[config.mk]
export PLATFORM = sky130hd
export DESIGN_NAME = inst_fetch
export DESIGN_NICKNAME = d
export VERILOG_FILES = /design/src/rtl/inst_fetch.sv
export SDC_FILE = /design/constraint.sdc
export NUM_CORES = 1
export LEC_CHECK = 0
export ABC_CLOCK_PERIOD_IN_PS = 6900
export CORE_MARGIN = 3
export CORE_UTILIZATION = 30
export CTS_BUF_LIST = sky130_fd_sc_hd__clkbuf_2
export DETAILED_ROUTE_END_ITERATION = 8
export PLACE_DENSITY = 0.56
export SLEW_MARGIN = 20
export SYNTH_ARGS = -nofsm -noshare
export SYNTH_HDL_FRONTEND = slang
export SYNTH_SLANG_ARGS = --single-unit
[constraint.sdc]
create_clock -name clk -period 6.9 [get_ports clk]
set_clock_uncertainty 0.15 [all_clocks]
set_input_delay 0.69 -clock clk [delete_from_list [all_inputs] [get_ports clk]]
set_output_delay 0.69 -clock clk [all_outputs]
set_load 0.02 [all_outputs]
[src/rtl/inst_fetch.sv]
// Two-wide instruction fetch: one outstanding imem request, decodes a 64-bit fetch pair into two issue slots.
// Define FETCH_BPRED_EN to predict backward branches and all JALs as taken (static prediction).
module inst_fetch #(
  parameter logic [31:0] RESET_PC = 32'h0000_0000
) (
  input  logic        clk,
  input  logic        rst,
  output logic        imem_req,
  output logic [31:0] imem_addr,
  input  logic [63:0] imem_rdata,
  input  logic        imem_valid,
  input  logic        redirect_valid,
  input  logic [31:0] redirect_pc,
  input  logic        instbuf_full,
  output logic        stop,
  output logic [1:0]  issue,
  output logic [31:0] in1_inst,
  output logic [31:0] in1_pc,
  output logic [31:0] in1_npc,
  output logic [31:0] in2_inst,
  output logic [31:0] in2_pc,
  output logic [31:0] in2_npc,
  output logic        isbranch1,
  output logic        br_taken1,
  output logic        isbranch2,
  output logic        br_taken2
);
  localparam logic [6:0] OP_BRANCH = 7'b1100011;
  localparam logic [6:0] OP_JAL    = 7'b1101111;

  typedef enum logic [1:0] {S_REQ, S_WAIT, S_OUT, S_DROP} state_t;
  state_t state, state_nxt;

  logic [31:0] pc;
  logic [31:0] w1, w2, pc4, npc1, npc2;
  logic        br1, br2, tk1, tk2, xfer;

  function automatic logic is_br(input logic [6:0] op);
    return (op == OP_BRANCH) || (op == OP_JAL);
  endfunction

`ifdef FETCH_BPRED_EN
  function automatic logic [31:0] imm_of(input logic [31:0] i);
    if (i[6:0] == OP_JAL)
      return {{12{i[31]}}, i[19:12], i[20], i[30:21], 1'b0};
    return {{20{i[31]}}, i[7], i[30:25], i[11:8], 1'b0};
  endfunction

  // Static BTFN: backward conditional branches and every JAL predicted taken.
  function automatic logic taken(input logic [31:0] i);
    return ((i[6:0] == OP_BRANCH) && i[31]) || (i[6:0] == OP_JAL);
  endfunction
`endif

  always_comb begin
    w1  = imem_rdata[31:0];
    w2  = imem_rdata[63:32];
    pc4 = pc + 32'd4;
    br1 = is_br(w1[6:0]);
    br2 = is_br(w2[6:0]);
`ifdef FETCH_BPRED_EN
    tk1  = taken(w1);
    tk2  = taken(w2);
    npc1 = tk1 ? pc + imm_of(w1) : pc4;
    npc2 = tk2 ? pc4 + imm_of(w2) : pc + 32'd8;
`else
    tk1  = 1'b0;
    tk2  = 1'b0;
    npc1 = pc4;
    npc2 = pc + 32'd8;
`endif
  end

  assign xfer      = (state == S_OUT) && (issue != 2'b00) && !instbuf_full;
  assign stop      = redirect_valid;
  assign imem_addr = pc;
  // Suppressed under redirect so no response can arrive for a dropped PC.
  assign imem_req  = (state == S_REQ) && !rst && !redirect_valid;

  always_ff @(posedge clk) begin
    if (rst) state <= S_REQ;
    else     state <= state_nxt;
  end

  always_comb begin
    state_nxt = state;
    if (redirect_valid) begin
      case (state)
        S_WAIT:  state_nxt = imem_valid ? S_REQ : S_DROP;
        S_DROP:  state_nxt = imem_valid ? S_REQ : S_DROP;
        default: state_nxt = S_REQ;
      endcase
    end else begin
      case (state)
        S_REQ:  state_nxt = S_WAIT;
        S_WAIT: if (imem_valid) state_nxt = S_OUT;
        S_OUT:  if (xfer)       state_nxt = S_REQ;
        S_DROP: if (imem_valid) state_nxt = S_REQ;
        default: state_nxt = S_REQ;
      endcase
    end
  end

  always_ff @(posedge clk) begin
    if (rst) begin
      pc        <= RESET_PC;
      issue     <= 2'b00;
      in1_inst  <= '0; in1_pc <= '0; in1_npc <= '0;
      in2_inst  <= '0; in2_pc <= '0; in2_npc <= '0;
      isbranch1 <= 1'b0; br_taken1 <= 1'b0;
      isbranch2 <= 1'b0; br_taken2 <= 1'b0;
    end else if (redirect_valid) begin
      pc    <= redirect_pc;
      issue <= 2'b00;
    end else if (state == S_WAIT && imem_valid) begin
      in1_inst  <= w1;
      in1_pc    <= pc;
      in1_npc   <= npc1;
      isbranch1 <= br1;
      br_taken1 <= tk1;
      if (tk1) begin
        // Slot 2 lies on the not-taken path; squash it.
        issue     <= 2'b01;
        in2_inst  <= '0; in2_pc <= '0; in2_npc <= '0;
        isbranch2 <= 1'b0; br_taken2 <= 1'b0;
      end else begin
        issue     <= 2'b11;
        in2_inst  <= w2;
        in2_pc    <= pc4;
        in2_npc   <= npc2;
        isbranch2 <= br2;
        br_taken2 <= tk2;
      end
    end else if (xfer) begin
      pc    <= (issue == 2'b01) ? in1_npc : in2_npc;
      issue <= 2'b00;
    end
  end
endmodule

**Word-level counts from Yosys, hierarchy flattened**

Cells that the tools add are included.

- Add/sub/neg operators: 2
- Equal/unequal tests: 12
- Multiplexer cells: 12
- Bitwise logic cells: 1
- Reduce and logical (&&, ||, !) cells: 19

Operators by type and width:

| kind | number |
|---|---|
| 2-to-1 mux 32 bit | 4 |
| adder 32 x 3 -> 32 bit (second input constant) | 1 |
| adder 32 x 4 -> 32 bit (second input constant) | 1 |
| == test 7 bit (second input constant) | 4 |
| 2-to-1 mux 2 bit | 7 |
| != test 3 bit (second input constant) | 3 |
| one-hot mux 2 bit (4 select lines) | 1 |
| nonzero test 2 bit | 3 |
| logical AND 1 bit | 5 |
| == test 2 x 1 -> 1 bit (second input constant) | 2 |
| == test 2 bit (second input constant) | 2 |
| AND reduction 2 bit | 2 |
| OR reduction 2 bit | 2 |
| logical NOT 1 bit | 3 |
| AND reduction 3 bit | 1 |
| logical NOT 2 bit | 1 |
| logical OR 1 bit | 2 |
| != test 2 bit (second input constant) | 1 |
| inverter 1 bit | 1 |

- Register bits: 198
- Bits of input ports: 101
- Output and inout port bits: 232
- Word-level logic and storage cells: 56

**Depth between registers and ports, before layout**

- Word-level depth: 6
- Depth in mapped cells: 6
- Depth with buffers taken out: 5

**Least setup slack after synthesis**

No wires, ideal clock.

- Path kind: register -> register
- Start: register pc[4], in the netlist imem_addr[4]
- End: register in2_npc[23]
- Library setup time: 0.091 ns
- Arrival time: 2.148 ns
- Data required time: 6.659 ns
- Setup slack: 4.511 ns
- Stages on the path, launching flop included: 7
- Path buffers: 1
- Period minus slack after synthesis: 2.389 ns
- Cells stage by stage: dfxtp_1 ha_1 nand3_4 or4_4 buf_6 or3_1 a311oi_1

- Longest elaborated chain between the ends: 1

Ends and longest elaborated chain:

| what | RTL line | source |
|---|---|---|
| start, declared | 34 | `logic [31:0] pc;` |
| start signal, assigned | 113 | `pc <= redirect_pc;` |
| start signal, assigned | 135 | `pc <= (issue == 2'b01) ? in1_npc : in2_npc;` |
| adder 32 x 4 -> 32 bit | 70 | `npc2 = pc + 32'd8;` |
| end signal, assigned | 130 | `in2_npc <= npc2;` |
| end, declared | 22 | `output logic [31:0] in2_npc,` |

Every way passes these cells.
A chain may end at the register's enable or synchronous reset.

**Worst setup path after layout**

- Start: register state[0]
- End: output imem_req

- Longest elaborated chain between the ends: 3

Ends and longest elaborated chain:

| what | RTL line | source |
|---|---|---|
| start, declared | 32 | `state_t state, state_nxt;` |
| start signal, assigned | 82 | `else state <= state_nxt;` |
| logical NOT 2 bit | 78 | `assign imem_req = (state == S_REQ) && !rst && !redirect_valid;` |
| logical AND 1 bit (2 in series) | 78 |  |
| end, declared | 8 | `output logic imem_req,` |

Every way passes these cells.

==> metrics <==
combinational fraction of design power 15.1%; predominant post-synthesis flop cell dfxtp_1; register area share after synthesis 45.6%; Post-synth EDFFs 0; Clock Latency Late Sink 0.75 ns; Post-Place Setup Slack 3.24 ns; Core Box Area 27300 sq um; CTS Buf Count 17; DR iter-0 viols 406; Nets 1346; Final Cell Area 11800 sq um; Synth top area share 45.6%; via density per instance 4.93; Worst Max-Slew Pin Slew 0.997 ns; crit path launch type flop; Final Core Density 43.4%; WL final 29000 microns; Die H 174 microns; CP Class flop to primary output; grt total ovfl 0; synth warn 0; FP Rows 60; First-pass DRT Iterations 5; P_sw 675 uW; synthesized area per cell 8.26 sq um; Tot GR Track Use 18.6%; CP arrival 2.32 ns; Final ANT Viol Nets 0; first-pass GRT wire length 44800 microns; Pleak 0.00381 uW; f_max 317 MHz; root buffer cell clkbuf_2; Ports 333; synth-to-layout area growth 40.3%; Max Slew Vio Count 0; initial antenna violation count 2; Hold Buf Count CTS 0; Fillers 2790; Internal 1510 uW; Sw Share 30.9%; H-tree levels 4; Clock power frac 29.5%; largest net degree at the start of global routing 123; buffer count from post-CTS setup fixing 0; Bufs on Longest Clock Path 2; Mapped Cells 1020; Synth Register Bits 192; Max-Cap Viols 0; Starting Density 30.9%; Pwr Density 185 nW/um^2; # clock sinks 192; clock slew at reported path FFs 0.34 ns; sequential group share of total power 55.4%; DRC 0; vias in the first global route 7572; GPL Wtd Cong 0.759; worst vdd rail ir drop 0.0940 mV; Synth area leader dfxtp_1; # port buffers 330; synth unique cells 47; wire length per cell 17.8 microns; CP max FO 9; CTS tree done; Fin Setup TNS 0 ns; CP required 6.06 ns; largest cells by area after synthesis dfxtp_1 (46%), nand2_1 (9.2%), a21oi_1 (6.3%), a211oi_1 (5.4%), buf_4 (4.4%); Final Hold Viols 0; post-route setup slack 3.74 ns; mapped cell area 8430 sq um; top post-synthesis cells by count nand2_1 (206), dfxtp_1 (192), a21oi_1 (106); post-CTS resize count 0; die area 30100 sq um; max_slew headroom 33.5%; Die Wd 174 microns; area post-placement 11500 sq um; status completed; Final min period 3.16 ns; endpoint class of the critical path primary output; RSZ-0062 raised after global routing no; share of layout cells above drive strength 1 4.30%; total number of vias 8030; Final period util 45.7%; # setup viols final 0; worst hold path type input port to flop; asr flop ratio synth 0%; post-detail-place hpwl 20200 microns; most numerous cell in the Yosys netlist nand2_1
## cell families after synthesis
kind of cell,after synthesis,synth area share [%]
flops,192,45.6
xor+xnor,23,2.39
fa+ha+maj,2,0.297
simple gates,414,22.6
compound gates,221,16.4
buf+inv,134,8.76
mux,33,3.93
other cells,1,0.0445
## critical path, cell delays in order (launching register included)
cell and delay [ns]:
dfxtp_1 0.48, or3_1 0.41, nor2_1 0.10, clkdlybuf4s50_1 0.62
## metrics by stage
stage	hold slack (ns)	total power, uW	cells
3_5_place_dp	0.297	1560	1596
6_report	0.268	2180	1630
4_1_cts	0.123	2220	1628
5_1_grt	0.115	2300	1630
2_1_floorplan	0.296	1390	1021
3_3_place_gp	0.290	1560	1596
## final cells by class
cell class	instances	area, sq um	share of cell area [%]
multi-input cells	695	3870	32.7
flip-flops and latches	192	3840	32.5
repair buffers	337	3350	28.4
well taps	372	465	3.94
clock inverters	14	195	1.65
clock buffers	18	90.1	0.762
diodes	2	5.00	0.0423
## power by group through the flow
stage,sequential (uW),clock [uW],combinational [uW]
CTS,1210,676,334
finish,1210,644,330
global placement,1230,0,332
floorplan,1240,0,152
detailed placement,1230,0,334
global route,1220,722,356
## metal layers
metal / share of wire [%] / GRT usage [%] / vias to the layer above
met4: 0.51 / 3.55 / 0
met1: 43 / 23.2 / 3752
met2: 47 / 30.7 / 291
li1: - / - / 3981
met5: 0 / 0 / -
met3: 9.4 / 7.27 / 6
## layout by cell type, fill, tap and decap left out, types with 4 or more instances in the layout
| cell | n |
|---|---|
| clkdlybuf4s50_1 | 328 |
| nand2_1 | 206 |
| dfxtp_1 | 192 |
| a21oi_1 | 106 |
| nor2_1 | 95 |
| a211oi_1 | 61 |
| mux2i_1 | 32 |
| nor4_1 | 24 |
| a311oi_1 | 20 |
| clkbuf_2 | 18 |
| xnor2_1 | 17 |
| or3_1 | 17 |
| nand4_1 | 16 |
| nor3_1 | 16 |
| o21ai_0 | 15 |
| buf_4 | 7 |
| xor2_1 | 6 |
| and4_1 | 6 |
| or4_1 | 5 |
| nand3_1 | 5 |
| and3_1 | 4 |
| o41ai_1 | 4 |
| o21bai_1 | 4 |
| a31oi_1 | 4 |
| inv_6 | 4 |
## path summary, 6_finish.rpt
| path | from | to | slack (ns) | cells after the start |
|---|---|---|---|---|
| setup / recovery | state[0] | imem_req | 3.74 | 3 |
| hold / removal | imem_rdata[49] | in2_inst[17] | 0.27 | 3 |
| setup reg to reg | state[0] | in2_pc[28] | 4.01 | 4 |
| hold reg to reg | in1_inst[10] | in1_inst[10] | 0.32 | 2 |
## registers in the layout, indices dropped and copies added (netlist names)
name	flops
imem_addr	32
in1_inst	32
in1_pc	32
in2_inst	32
in2_pc	30
in2_npc	29
state	2
isbranch1	1
isbranch2	1
issue	1
Power figures use the tool's default switching activity.
